**config.mk**
```make
export PLATFORM = sky130hd
export DESIGN_NAME = pe_group_tile_sequencer
export DESIGN_NICKNAME = d
export VERILOG_FILES = /design/src/rtl/pe_group_tile_sequencer.sv
export SDC_FILE = /design/constraint.sdc
export NUM_CORES = 1
export LEC_CHECK = 0
export ABC_AREA = 1
export CAP_MARGIN = 20
export CORE_AREA = 10 10 103 114
export CTS_BUF_LIST = sky130_fd_sc_hd__clkbuf_8
export CTS_CLUSTER_DIAMETER = 100
export DETAILED_ROUTE_END_ITERATION = 8
export DIE_AREA = 0 0 113 124
export PLACE_DENSITY = 0.95
export SYNTH_ARGS = -nofsm -noshare
export SYNTH_HDL_FRONTEND = slang
export SYNTH_SLANG_ARGS = --single-unit
```
**constraint.sdc**
```tcl
create_clock -name clk -period 2.7 [get_ports clk]
set_input_delay 0.27 -clock clk [delete_from_list [all_inputs] [get_ports clk]]
set_output_delay 0.27 -clock clk [all_outputs]
set_load 0.01 [all_outputs]
```
**src/rtl/pe_group_tile_sequencer.sv**
```systemverilog
// pe_group_tile_sequencer
// Walks one PE_Group through whole tiles: opens the W/I/O operand streams
// block by block with fixed per-block word budgets, then forwards the
// tile's finished output words downstream before starting the next tile.
// All data paths are combinational pass-through; only handshakes are gated.
module pe_group_tile_sequencer #(
    parameter int DataWidth       = 32,
    parameter int W_PEGroupSize   = 4,
    parameter int I_PEGroupSize   = 7,
    parameter int O_PEGroupSize   = 4,
    parameter int BlockCount      = 4,
    parameter int BlockCountWidth = 2,
    parameter int TileCountWidth  = 8
) (
    input  logic                       clk,
    input  logic                       aclr_n,
    input  logic                       start,
    input  logic [TileCountWidth-1:0]  num_tiles,
    output logic                       busy,
    output logic                       done,
    output logic [TileCountWidth-1:0]  tile_idx,
    output logic [BlockCountWidth-1:0] block_idx,
    input  logic                       s_w_valid,
    output logic                       s_w_rdy,
    input  logic [DataWidth-1:0]       s_w_data,
    input  logic                       s_i_valid,
    output logic                       s_i_rdy,
    input  logic [DataWidth-1:0]       s_i_data,
    input  logic                       s_o_valid,
    output logic                       s_o_rdy,
    input  logic [DataWidth-1:0]       s_o_data,
    output logic                       pe_w_valid,
    input  logic                       pe_w_rdy,
    output logic [DataWidth-1:0]       pe_w_data,
    output logic                       pe_i_valid,
    input  logic                       pe_i_rdy,
    output logic [DataWidth-1:0]       pe_i_data,
    output logic                       pe_o_valid,
    input  logic                       pe_o_rdy,
    output logic [DataWidth-1:0]       pe_o_data,
    input  logic                       pe_out_valid,
    output logic                       pe_out_rdy,
    input  logic [DataWidth-1:0]       pe_out_data,
    output logic                       m_valid,
    input  logic                       m_rdy,
    output logic [DataWidth-1:0]       m_data
);

    // Counters must hold the largest per-block budget without wrapping.
    localparam int CntMax0  = (I_PEGroupSize > O_PEGroupSize) ? I_PEGroupSize : O_PEGroupSize;
    localparam int CntMax   = (CntMax0 > W_PEGroupSize) ? CntMax0 : W_PEGroupSize;
    localparam int CntWidth = $clog2(CntMax + 1);

    localparam logic [CntWidth-1:0]        WLim      = CntWidth'(W_PEGroupSize);
    localparam logic [CntWidth-1:0]        ILimFirst = CntWidth'(I_PEGroupSize);
    localparam logic [CntWidth-1:0]        OLim      = CntWidth'(O_PEGroupSize);
    localparam logic [CntWidth-1:0]        OutLast   = CntWidth'(O_PEGroupSize - 1);
    localparam logic [BlockCountWidth-1:0] LastBlock = BlockCountWidth'(BlockCount - 1);

    typedef enum logic [1:0] {IDLE, BLOCK, DRAIN, FIN} state_e;

    state_e                      state_q, state_d;
    logic [TileCountWidth-1:0]   num_tiles_q, num_tiles_d;
    logic [TileCountWidth-1:0]   tile_idx_q, tile_idx_d;
    logic [BlockCountWidth-1:0]  block_idx_q, block_idx_d;
    logic [CntWidth-1:0]         w_cnt_q, w_cnt_d;
    logic [CntWidth-1:0]         i_cnt_q, i_cnt_d;
    logic [CntWidth-1:0]         o_cnt_q, o_cnt_d;
    logic [CntWidth-1:0]         out_cnt_q, out_cnt_d;

    logic [CntWidth-1:0]         i_lim;
    logic                        wen, ien, oen;
    logic                        block_complete;
    logic                        draining;
    logic [TileCountWidth-1:0]   tile_next;

    // Operand and result words flow straight through; only valid/rdy are gated.
    assign pe_w_data = s_w_data;
    assign pe_i_data = s_i_data;
    assign pe_o_data = s_o_data;
    assign m_data    = pe_out_data;
    assign tile_idx  = tile_idx_q;
    assign block_idx = block_idx_q;
    assign tile_next = tile_idx_q + 1'b1;

    // State register: FSM state, latched tile count, indices and word counters.
    always_ff @(posedge clk or negedge aclr_n) begin
        if (!aclr_n) begin
            state_q     <= IDLE;
            num_tiles_q <= '0;
            tile_idx_q  <= '0;
            block_idx_q <= '0;
            w_cnt_q     <= '0;
            i_cnt_q     <= '0;
            o_cnt_q     <= '0;
            out_cnt_q   <= '0;
        end else begin
            // NOTE: non-blocking so every register samples pre-edge values.
            state_q     <= state_d;
            num_tiles_q <= num_tiles_d;
            tile_idx_q  <= tile_idx_d;
            block_idx_q <= block_idx_d;
            w_cnt_q     <= w_cnt_d;
            i_cnt_q     <= i_cnt_d;
            o_cnt_q     <= o_cnt_d;
            out_cnt_q   <= out_cnt_d;
        end
    end

    // Next-state: block advance on registered counts, drain exit on the last output transfer.
    always_comb begin
        state_d     = state_q;
        num_tiles_d = num_tiles_q;
        tile_idx_d  = tile_idx_q;
        block_idx_d = block_idx_q;
        w_cnt_d     = w_cnt_q;
        i_cnt_d     = i_cnt_q;
        o_cnt_d     = o_cnt_q;
        out_cnt_d   = out_cnt_q;
        unique case (state_q)
            IDLE: begin
                if (start) begin
                    num_tiles_d = num_tiles;
                    tile_idx_d  = '0;
                    block_idx_d = '0;
                    w_cnt_d     = '0;
                    i_cnt_d     = '0;
                    o_cnt_d     = '0;
                    out_cnt_d   = '0;
                    state_d     = (num_tiles == '0) ? FIN : BLOCK;
                end
            end
            BLOCK: begin
                if (block_complete) begin
                    w_cnt_d = '0;
                    i_cnt_d = '0;
                    o_cnt_d = '0;
                    if (block_idx_q != LastBlock) begin
                        block_idx_d = block_idx_q + 1'b1;
                    end else begin
                        state_d = DRAIN;
                    end
                end else begin
                    if (pe_w_valid && pe_w_rdy) w_cnt_d = w_cnt_q + 1'b1;
                    if (pe_i_valid && pe_i_rdy) i_cnt_d = i_cnt_q + 1'b1;
                    if (pe_o_valid && pe_o_rdy) o_cnt_d = o_cnt_q + 1'b1;
                end
            end
            DRAIN: begin
                if (m_valid && m_rdy) begin
                    if (out_cnt_q == OutLast) begin
                        out_cnt_d   = '0;
                        block_idx_d = '0;
                        tile_idx_d  = tile_next;
                        state_d     = (tile_next == num_tiles_q) ? FIN : BLOCK;
                    end else begin
                        out_cnt_d = out_cnt_q + 1'b1;
                    end
                end
            end
            FIN: begin
                state_d = IDLE;
            end
            default: state_d = IDLE;
        endcase
    end

    // Outputs: per-stream enables from the budgets, handshake gating, status flags.
    always_comb begin
        // NOTE: every signal gets a default first so no path can infer a latch.
        i_lim          = (block_idx_q == '0) ? ILimFirst : WLim;
        wen            = (state_q == BLOCK) && (w_cnt_q < WLim);
        ien            = (state_q == BLOCK) && (i_cnt_q < i_lim);
        oen            = (state_q == BLOCK) && (block_idx_q == '0) && (o_cnt_q < OLim);
        block_complete = (w_cnt_q == WLim) && (i_cnt_q == i_lim)
                         && ((block_idx_q != '0) || (o_cnt_q == OLim));
        draining       = (state_q == DRAIN);
        pe_w_valid     = s_w_valid & wen;
        s_w_rdy        = pe_w_rdy & wen;
        pe_i_valid     = s_i_valid & ien;
        s_i_rdy        = pe_i_rdy & ien;
        pe_o_valid     = s_o_valid & oen;
        s_o_rdy        = pe_o_rdy & oen;
        m_valid        = pe_out_valid & draining;
        pe_out_rdy     = m_rdy & draining;
        busy           = (state_q != IDLE);
        done           = (state_q == FIN);
    end

endmodule

```
* After elaboration in Yosys (flattened, before gate mapping)
Cells that the tools add are included.
** Word-level totals
- Output and inout bits :: 148
- Register bits :: 32
- Input port bits :: 147
- Word-level logic and storage cells :: 102
** Cells by class
- Bitwise operators :: 8
- Eq/ne operators :: 18
- $lt $le $gt $ge :: 3
- Reduce and logical (&&, ||, !) cells :: 27
- Add/sub/neg operators :: 6
- Multiplexer cells :: 32
** Operators by type and width (count)
- $mux 3 :: 9
- $mux 2 :: 13
- $mux 8 :: 3
- $pmux 3 s2 :: 4
- $pmux 8 s2 :: 1
- $add 3x1->3 const B :: 4
- $reduce_and 3->1 :: 4
- $logic_and 1x1->1 :: 10
- $ne 2x2->1 const B :: 5
- $ne 3x3->1 const B :: 3
- $add 8x1->8 const B :: 1
- $and 1x1->1 :: 8
- $eq 8x8->1 :: 1
- $logic_not 8->1 :: 1
- $pmux 2 s4 :: 1
- $reduce_bool 2->1 :: 4
- $eq 3x3->1 const B :: 2
- $lt 3x3->1 const B :: 2
- $pmux 2 s3 :: 1
- $reduce_and 6->1 :: 1
- $reduce_and 5->1 :: 1
- $eq 2x2->1 const B :: 2
- $logic_not 2->1 :: 2
- $ne 2x1->1 const B :: 2
- other kinds (9) :: 9

* Longest topological paths before layout
Gate-level depths: netlist of run 1.
- Word-level depth :: 9
- Mapped depth :: 13
- Mapped depth without buffers :: 13

* Least setup slack after synthesis of run 1
Ideal clock, no wire load.
- Kind :: register to register
- From :: register block_idx_q[0], in the netlist block_idx[0]
- To :: register i_cnt_q[2]
- Required time :: 2.574 ns
- Setup slack :: 0.918 ns
- Clock period less this slack :: 1.782 ns
- Setup time :: 0.126 ns
- Arrival time :: 1.656 ns
- Path buffers :: 0
- Cell stages (with the launch flop) :: 13
- Cell sequence :: dfrtp_1 -> inv_1 -> ha_1 -> ha_1 -> nand2_1 -> nor2_1 -> nand2_1 -> nand2_1 -> nand2_2 -> nor2_1 -> nor2_2 -> nand2_1 -> o21ai_0
** Between the ends
- Longest elaborated chain between the ends :: 8
- Elaborated cells between the ends (all ways) :: 15
- Classes of those cells :: order compare: 1; eq/ne: 2; mux: 3; bitwise: 1; reduce/logical: 8
** RTL lines
- from (decl) :: RTL line 65 : logic [BlockCountWidth-1:0] block_idx_q, block_idx_d;
- from (signal assigned) :: RTL line 102 : block_idx_q <= block_idx_d;
- $logic_not 2->1 :: RTL line 171 : i_lim = (block_idx_q == '0) ? ILimFirst : WLim;
- $mux 2 :: RTL line 171
- $lt 3x3->1 :: RTL line 173 : ien = (state_q == BLOCK) && (i_cnt_q < i_lim);
- $logic_and 1x1->1 :: RTL line 173
- $and 1x1->1 :: RTL line 180 : pe_i_valid = s_i_valid & ien;
- $logic_and 1x1->1 :: RTL line 145 : if (pe_i_valid && pe_i_rdy) i_cnt_d = i_cnt_q + 1'b1;
- $ne 3x3->1 (no line)
- $reduce_and 3->1 (no line)
- to (signal assigned) :: RTL line 104 : i_cnt_q <= i_cnt_d;
- to (decl) :: RTL line 67 : logic [CntWidth-1:0] i_cnt_q, i_cnt_d;
Several ways; a longest one is shown, not always the timed one.
A chain may end at the register's enable or synchronous reset.

* Worst setup path after layout of run 1
- From :: register block_idx_q[0], in the netlist block_idx[0]
- To :: output port s_i_rdy
** Between the ends
- Longest elaborated chain between the ends :: 5
** RTL lines
- $logic_not 2->1 :: RTL line 171
- $mux 2 :: RTL line 171
- $lt 3x3->1 :: RTL line 173
- $logic_and 1x1->1 :: RTL line 173
- $and 1x1->1 :: RTL line 181 : s_i_rdy = pe_i_rdy & ien;
- to (decl) :: RTL line 27 : output logic s_i_rdy,
Every way passes these cells.

==> metrics, run 1 <==
Area Growth Syn to Fin=-11.1%; CP max FO=4; Gate Count Post-Synth=roughly 410; RSZ-0062 raised after global routing=false; share of layout cells above drive strength 1=~8%; slowest CP cell=clkdlybuf4s50_1; syn_nets=572; r2r setup slk=between 0.7 and 0.8 ns; Setup-failing EPs final=0; Synth top area share=between 30% and 40%; Root Buffer=clkbuf_8; DP Wirelength=5740 um; area leader, netlist=buf_4; post-layout instance area=0.00270 mm2; Post-DP Area=roughly 0.0026 mm2; total number of vias=approximately 2200; worst-skew pair later-pin latency=roughly 0.28 ns; Longest Clk Path Bufs=2; GPL Wtd Cong=approximately 0.86; post-route minimum period=about 2.3 ns; PostCTS Resize Cnt=0; GRT overflow=0; Async SR Flop Fraction=100%; Startpoint Class=register; IO buf count=38; crit share post-route=a little over four fifths; Worst IR Drop VDD=approximately 260 uV; worst r2r path cells=12; Fin Setup TNS=0 ns; reg2reg end=i_cnt_q[2]; Vias/cell=about 4.8; skew final=0.00862 ns; #FFs+latches synth=32; LEAKAGE=approximately 1.3 nW; Main synth FF type=dfrtp_1; Adder-Cell Fraction of Synth Area=around 4.5%; nets@finish=slightly below 500; Worst-Margin Slew=about 0.46 ns; max-cap check violation count=0; final WL=between 7000 and 8000 um; largest family of logic cells by synthesized area=buffers and inverters; DR iter-0 viols=between 150 and 200; routed length per instance=roughly 16 um; number of global-route vias before repair=about 2200; Ys Warns=0; critical path, cell by cell=inv_1 > ha_1 > ha_1 > inv_1 > nand3_1 > nand3_1 > nor2_1 > clkdlybuf4s50_1; Overall Power=about 0.0022 W; Post-synth EDFFs=0; Avg Inst Size Synth=approximately 7.3 um2; Cell variety after synth=32; XOR/XNOR Fraction of Synth Area=less than 1%; CTS tree=done; DRT antenna net count=0; pins over their slew limit=0; CP required=approximately 2.4 ns; Rel. slew slack=a little over two thirds; fill count=approximately 960; mux cell area share after synthesis=0%; # H-tree levels=2; DR pass1 iterations=4; gr usage total=under 10%; core area=roughly 0.0093 mm2; Fmax=approximately 0.44 GHz; worst r2r src=block_idx[0]; Hold Path Class=input port to asynchronous set/reset pin; die area=0.0140 mm2; Die Y=approximately 120 um; first-pass GRT wire length=between 10000 and 15000 um; Final Hold Fails=0; Compound-Gate Fraction of Synth Area=5.78%; largest cells by area after synthesis=buf_4, dfrtp_1, nand2_1, inv_1, nand3_1; final hold slack=just under 0.4 ns; P_sw=slightly above 0.0009 W; clock sinks=32; Synth Cell Area=0.00303 mm2; Seq/Total Area, Yosys=26.4%; type of the worst setup path=register to primary output; chip width=between 100 and 150 um; Reg clk slew, reported paths=~0.070 ns; # rows=37; CP endpoint kind=primary output; simple-gate area share of the yosys netlist=between 20% and 30%; initial antenna violation count=0; Sw Share=between 40% and 50%; WP data arrival=slightly below 2 ns; postcts setup bufs=0; clock group share of total power=roughly 18%; internal power=roughly 0.0013 W; Comb pwr share=between 40% and 50%; sequential share of power=33.3%; CTS buffer count=5; Post-CTS Hold Buffers=0; largest net degree at the start of global routing=33; Initial Utilization=approximately 33%; outcome=completed; Pwr Density=818 mW/mm2; CP max stage delay=roughly 0.55 ns; antenna cells=0; post-route DRC violation count=0; IO Count=approximately 300
==> final cells by class <==
class	count	area [um2]	area share (%)
sequential	32	801	29.7
timing repair buffer	41	403	14.9
tap	117	146	5.43
multi-input combinational	200	1050	39.1
inverter	51	195	7.24
clock buffer	7	96.3	3.57
==> Yosys cell counts (all sizes together) (2+ instances only) <==
cell and n:
o21ai 21, nor2 30, ha 11, nand2 80, o22ai 4, a21oi 6, dfrtp 32, nand3 30
nor3b 2, nand3b 5, inv 50, or2 3, buf 131, nand4 4
==> state kept, by name, indices dropped and copies added, names as in the netlist <==
name	flops
o_cnt_q	3
block_idx	2
out_cnt_q	3
tile_idx	8
state_q	2
num_tiles_q	8
w_cnt_q	3
i_cnt_q	3
==> metrics by stage <==
step / utilization [%] / setup WS, ns / instances
floorplan: - / 0.918 / 414
detailed placement: 27.9 / 0.729 / 441
finish: 29.0 / 0.441 / 448
global placement: 27.9 / 0.777 / 441
CTS: 29.0 / 0.424 / 448
global route: 29.0 / 0.270 / 448
==> how the worst max path moves through the flow <==
stage | start | to | slack [ns]
floorplan | block_idx[0] | i_cnt_q[2] | 0.92
global placement | block_idx[0] | s_i_rdy | 0.78
detailed placement | block_idx[0] | pe_i_valid | 0.73
CTS | block_idx[0] | s_i_rdy | 0.42
global route | block_idx[0] | pe_i_valid | 0.27
finish | block_idx[0] | s_i_rdy | 0.44
==> cells in the final DEF, fill, tap and decap left out, types with 2 or more instances in the layout <==
master,count
nand2_1,77
inv_1,47
clkdlybuf4s50_1,38
dfrtp_1,32
nand3_1,29
nor2_1,24
o21ai_0,18
ha_1,11
clkbuf_8,7
a21oi_1,6
nand3b_1,5
nand4_1,4
nor2_2,4
o22ai_1,4
nand2_2,3
o21ai_1,3
buf_4,3
inv_2,2
==> cell families after synthesis <==
logic type	after synthesis
buffers and inverters	182
and+or+nand+nor	155
AOI/OAI and AO/OA	33
DFF	32
adders and majority gates	11
xor gates and xnor gates	1
==> metal layers <==
metal,global-route usage [%],share of wire (%),routed length (um),vias up
met2,14.9,43,3100,139
met3,5.29,13,965,87
met4,11.3,11,770,0
li1,-,-,-,990
met5,0,0,0,-
met1,8.63,32,2330,953
==> power groups by stage <==
stage | Sequential (W) | Clock [W] | Combinational [W]
6_report | 0.000734 | 0.000398 | 0.00107
5_1_grt | 0.000757 | 0.000427 | 0.00124
4_1_cts | 0.000733 | 0.000413 | 0.00109
3_5_place_dp | 0.000742 | 0 | 0.00109
3_3_place_gp | 0.000732 | 0 | 0.00107
2_1_floorplan | 0.000704 | 0 | 0.000954
==> worst max-delay path: cells and delay by family, from the launching register on <==
kind	cells	cell delay [ns]
and+or+nand+nor	3	0.26
buffers and inverters	3	0.71
adders and majority gates	2	0.35
DFF	1	0.40
Note: power is estimated with default switching activity, not from simulation.
==> run 2: changes to the inputs <==
- CORE_AREA: 10 10 103 114 -> 10 10 106 117
- DIE_AREA: 0 0 113 124 -> 0 0 116 127
- PLACE_DENSITY: 0.95 -> 0.91
- clock period: 2.7 -> 2.1 ns (I/O delays scaled with it)
==> metrics, run 2 (synthesis results as in run 1) <==
Hold Path Class=input port to asynchronous set/reset pin; min setup slack post-route=0.109 ns (-0.332 ns); Root Buffer=clkbuf_8; number of global-route vias before repair=2165 (-1.4%); IO buf count=38 (unchanged); Startpoint Class=register; DR pass1 iterations=4 (unchanged); Multi-input gate area=0.00106 mm2 (+0.47%); slowest CP cell=clkdlybuf4s50_1; CP max stage delay=0.56 ns (about the same); CTS buffer count=5 (unchanged); antenna cells=0 (unchanged); Worst Setup SP=state_q[1]; Reg clk slew, reported paths=0.07 ns (about the same); Pwr Density=1040 mW/mm2 (+27%); critical path, cell by cell=nor2_8 > inv_4 > nor3b_1 > clkdlybuf4s50_1; CTS tree=done; Final Hold Fails=0 (unchanged); WP data arrival=1.78 ns (-0.21 ns); Rel. slew slack=71.9% (+2.6 points); skew final=0.00450 ns (-0.00412 ns); Finished Layout Cells=457 (+2.0%); Post-Place Cells=449 (+1.8%); # H-tree levels=2 (unchanged); dpl ws=0.182 ns (-0.547 ns); Die Y=127 um (+2.4%); Buf/Inv on CP=2 (-1); DP Wirelength=6100 um (+6.2%); CP required=1.89 ns (-0.54 ns); clock sinks=32 (unchanged); r2r setup slk=0.23 ns (-0.54 ns); largest net degree at the start of global routing=33 (unchanged); outcome=completed; first-pass GRT wire length=11300 um (+1.3%); RSZ-0062 raised after global routing=false; Longest Clk Path Bufs=2 (unchanged); post-route minimum period=about 2 ns; DRT antenna net count=0 (unchanged); post-route DRC violation count=0 (unchanged); CP max FO=8 (+4); Area Growth Syn to Fin=-10.2%; Worst-Margin Slew=0.421 ns (-0.0369 ns); Overall Power=0.00283 W (+28%); chip width=116 um (+2.7%); worst r2r src=block_idx[0]; final WL=7440 um (+3.9%); commonest non-fill, non-tap cell in the layout=nand2_1; gr usage total=9.85% (+0.067 points); cell family with most CP delay=buffers and inverters; nets@finish=491 (+0.41%); pins over their slew limit=0 (unchanged); Worst IR Drop VDD=286 uV (+9.8%); Fmax=about 0.50 GHz; fill count=1077 (+12%); die area=0.0147 mm2 (+5.1%); sequential cell area=802 um2 (+0.16%); # rows=39 (+5.4%); routed length per instance=16.3 um (+1.8%); Initial Utilization=29.9% (-2.7 points); max-cap check violation count=0 (unchanged); DR iter-0 viols=146 (-22%); GPL Wtd Cong=0.828 (-3.9%); GRT overflow=0 (unchanged); postcts setup bufs=0 (unchanged); Vias/cell=4.70 (-2.9%); Post-CTS Hold Buffers=0 (unchanged); crit share post-route=94.8%; initial antenna violation count=0 (unchanged); share of layout cells above drive strength 1=9.28% (+1.1 points); worst-skew pair later-pin latency=0.28 ns (about the same); most frequent cells in the layout=nand2_1, inv_1, clkdlybuf4s50_1; LEAKAGE=1.38 nW (+5.3%); type of the worst setup path=register to primary output; total number of vias=2148 (-0.97%); core area=0.0101 mm2 (+9.1%); Setup-failing EPs final=0 (unchanged); Fin Setup TNS=0 ns (unchanged); CP endpoint kind=primary output; IO Count=295 (unchanged)
-- run 2: changes by cell type in the layout (fill, tap and decap cells not counted) --
| cell | delta |
|---|---|
| nand2_1 | -1 |
| ha_2 | +1 |
| dlymetal6s2s_1 | +3 |
| ha_1 | -1 |
| dfrtp_2 | +1 |
| clkdlybuf4s50_1 | -5 |
| dfrtp_1 | -1 |
| clkbuf_8 | -1 |
| nand2_2 | +1 |
| inv_1 | +2 |
| dlygate4sd2_1 | +2 |
| buf_4 | +2 |
-- run 2: final cells by class --
cell class | count | area share, %
Multi-Input combinational cell | 200 | 38.9
Sequential cell | 32 | 29.4
Timing Repair Buffer | 43 | 15.5
Inverter | 51 | 7.17
Tap cell | 123 | 5.65
Clock buffer | 6 | 3.03
Clock inverter | 2 | 0.276
-- run 2: worst register-to-register path, stage by stage, from the launching register on --
cell and delay (ns):
dfrtp_1 0.39, inv_1 0.12, ha_2 0.20, ha_1 0.22, nand2_1 0.06, nor2_1 0.04, nand2_1 0.07, nand2_2 0.09
inv_2 0.12, nand2_1 0.09, nand2_2 0.09, clkinv_2 0.08, nand3_1 0.09, o21ai_1 0.08
-- run 2: path summary, 6_finish.rpt --
| kind | end | cells after the start |
|---|---|---|
| setup / recovery | s_w_rdy | 4 |
| hold / removal | tile_idx[6] | 2 |
| setup reg to reg | w_cnt_q[1] | 13 |
| hold reg to reg | num_tiles_q[2] | 2 |
| max in group asynchronous | state_q[1] | 2 |
| min in group clk | m_data[19] | 0 |
-- run 2: stage by stage --
stage / hold slack (ns) / utilization [%] / area, um2
after global routing: 0.363 / 26.8 / 2720
after floorplan: -0.0856 / - / 3030
after detailed placement: 0.420 / 25.8 / 2620
after global placement: 0.420 / 25.8 / 2620
final: 0.326 / 26.8 / 2720
after CTS: 0.342 / 26.7 / 2710
-- run 2: per-layer routing --
metal  up-vias  track usage (%)  wire, um
met4         0             12.1       882
met3        80             5.76      1020
met5         -                0         0
met1       945             8.34      2350
met2       124             14.5      3200
li1        999                -         -
-- run 2: report_power, final --
part | leakage [nW] | internal (W) | switching (W)
clock | 0.0538 | 0.000257 | 0.000217
combinational | 0.902 | 0.000583 | 0.000843
sequential | 0.422 | 0.000794 | 0.000139
total | 1.38 | 0.00163 | 0.00120
-- run 2: what timing repair did --
action	CTS	global route
pin swaps	0	1
cloned	0	0
endpoints found under the setup margin	3	5
gates resized for setup	3	5
==> run 3: changes to the inputs <==
- ABC_AREA: 1 -> unset
- CORE_AREA: 10 10 106 117 -> 10 10 111 123
- DIE_AREA: 0 0 116 127 -> 0 0 121 133
- PLACE_DENSITY: 0.91 -> 0.86
- clock period: 2.1 -> 1.78 ns (I/O delays scaled with it)
==> metrics, run 3 <==
outcome=complete, but fails checks; failing checks=setup timing; Worst IR Drop VDD=580 uV (+100%); die area=0.0161 mm2 (+9.2%); DP Wirelength=7320 um (+20%); final WL=8950 um (+20%); dpl ws=-0.338 ns (-0.520 ns); min setup slack post-route=-0.285 ns (-0.394 ns); Util after Layout=28.1% (+1.2 points); largest cells by area after synthesis=buf_4, dfrtp_1, ha_1, o21ai_0, mux2_2; Post-synth EDFFs=0 (unchanged); gr usage total=10.6% (+0.80 points); Setup-failing EPs final=14 (+14); Async SR Flop Fraction=100% (unchanged); Die Y=133 um (+4.7%); IO Count=295 (unchanged); Post-CTS Hold Buffers=0 (unchanged); slowest CP cell=or4_4; core area=0.0112 mm2 (+11%); area leader, netlist=buf_4; post-route minimum period=around 2.1 ns; clock sinks=32 (unchanged); DR iter-0 viols=61 (-58%); #FFs+latches synth=32 (unchanged); critical path, cell by cell=inv_2 > ha_4 > ha_4 > nand2b_4 > a21oi_4 > buf_6 > or4_4 > or3_4 > a21oi_2; type of the worst setup path=register to register; Avg Inst Size Synth=8.65 um2 (+18%); Final Hold Fails=0 (unchanged); synth cell count leaders=buf_4, dfrtp_1, o21ai_0; nets@finish=450 (-8.4%); syn_nets=496 (-13%); Longest Clk Path Bufs=2 (unchanged); r2r setup slk=-0.29 ns (-0.52 ns); # rows=41 (+5.1%); cell family with most CP delay=simple AND/OR/NAND/NOR gates; IO buf count=38 (unchanged); most frequent cell after synthesis=buf_4; Startpoint Class=register; Cell variety after synth=45 (+41%); pins over their slew limit=0 (unchanged); Synth top area share=32.8% (+1.2 points); share of layout cells above drive strength 1=35.2% (+26 points); most frequent cells in the layout=buf_4, dfrtp_1, clkdlybuf4s50_1; CP endpoint kind=register; DRT antenna net count=0 (unchanged); CP max stage delay=0.41 ns (-0.15 ns); Root Buffer=clkbuf_8; Main synth FF type=dfrtp_1; crit share post-route=116%; Area Growth Syn to Fin=7.78%; Gate Count Post-Synth=338 (-18%); Hold Path Class=input port to asynchronous set/reset pin; commonest non-fill, non-tap cell in the layout=buf_4; Initial Utilization=26.0% (-3.8 points); Fin Setup TNS=-1.53 ns (-1.53 ns); Vias/cell=4.63 (-1.6%); Worst-Margin Slew=0.426 ns (+0.00547 ns); Ys Warns=0 (unchanged); chip width=121 um (+4.3%); Reg clk slew, reported paths=0.07 ns (about the same); skew final=0.00911 ns (+0.00461 ns); CTS tree=done; max-cap check violation count=0 (unchanged); RSZ-0062 raised after global routing=true; CP max FO=5 (-3); antenna cells=0 (unchanged); worst-skew pair later-pin latency=0.30 ns (+0.02 ns); final hold slack=0.287 ns (-0.0392 ns); CP required=2.00 ns (+0.11 ns); Buf/Inv on CP=2 (unchanged); largest net degree at the start of global routing=33 (unchanged); # H-tree levels=2 (unchanged); Synth Cell Area=0.00293 mm2 (-3.5%); Fmax=between 0.4 and 0.5 GHz; GRT overflow=0 (unchanged); CTS buffer count=5 (unchanged); total number of vias=2049 (-4.6%); post-route DRC violation count=0 (unchanged); initial antenna violation count=0 (unchanged); WP data arrival=2.29 ns (+0.51 ns); LEAKAGE=1.32 nW (-4.2%); Rel. slew slack=71.6% (-0.36 points); DR pass1 iterations=4 (unchanged); Pwr Density=1230 mW/mm2 (+18%); routed length per instance=20.2 um (+24%); Seq/Total Area, Yosys=27.4% (+0.97 points); number of global-route vias before repair=2340 (+8.1%); first-pass GRT wire length=13300 um (+18%); CP dominant cell by count=ha_4; GPL Wtd Cong=0.823 (-0.54%)
-- run 3: changes by cell type in the layout (fill, tap and decap cells not counted), moves of 6 or more --
cell and change:
buf_4 +33, inv_1 -37, buf_6 +6, nand2_1 -64
nor2_1 -12, mux2_2 +8, and2_1 +6, nand3_1 -23
xnor2_1 +9
-- run 3: cell families after synthesis --
logic type / count (synthesis) / synth area share (%)
AOI/OAI and AO/OA: 50 / 10.4
xor gates and xnor gates: 13 / 3.89
adders and majority gates: 11 / 4.70
buffers and inverters: 146 / 35.2
DFF: 32 / 27.4
muxes: 9 / 3.46
and+or+nand+nor: 77 / 14.9
-- run 3: layout make-up --
type,count,area [um2]
sequential,32,805
fill,1168,8080
inverter,13,48.8
timing repair buffer,80,692
clock inverter,1,3.75
tap,150,188
multi-input combinational,160,1320
clock buffer,7,96.3
-- run 3: where the power goes --
part	total [W]	internal (W)	switching, W	leakage (nW)
combinational	0.00216	0.00112	0.00104	0.847
sequential	0.00108	0.000926	0.000151	0.417
clock	0.000627	0.000347	0.000280	0.0557
-- run 3: final timing paths --
check / startpoint / to / cells past startpoint
min in group clk: pe_out_data[13] / m_data[13] / 0
max reg2reg: block_idx[1] / i_cnt_q[2] / 9
max: block_idx[1] / i_cnt_q[2] / 9
min reg2reg: tile_idx[7] / tile_idx[7] / 1
max in group asynchronous: aclr_n / block_idx[0] / 2
min: aclr_n / num_tiles_q[1] / 2
-- run 3: worst reg2reg max path, cell delays in order (launching register included) --
cell	delay, ns
dfrtp_1	0.40
inv_2	0.09
ha_4	0.16
ha_4	0.15
nand2b_4	0.13
a21oi_4	0.06
buf_6	0.11
or4_4	0.42
or3_4	0.35
a21oi_2	0.13
-- run 3: repair_timing --
item                                    in CTS  in global routing
resized for setup                           53                 19
endpoints found under the setup margin      21                 23
hold endpoints to repair                     0                  0
setup buffers                                6                  3
pin swaps                                   13                  4
-- run 3: metal layers --
| layer | vias to the layer above | GRT usage (%) | wire (um) |
|---|---|---|---|
| met5 | - | 0.328 | 0 |
| met4 | 0 | 7.38 | 503 |
| met3 | 51 | 7.23 | 1420 |
| met2 | 140 | 18.9 | 4620 |
| met1 | 946 | 7.85 | 2410 |
| li1 | 912 | - | - |
-- run 3: metrics by stage --
step	cells	power, W	area, um2
2_1_floorplan	338	0.00241	2990
3_3_place_gp	426	0.00278	2820
3_5_place_dp	426	0.00288	2820
4_1_cts	440	0.00379	3080
5_1_grt	443	0.00414	3150
6_report	443	0.00386	3150
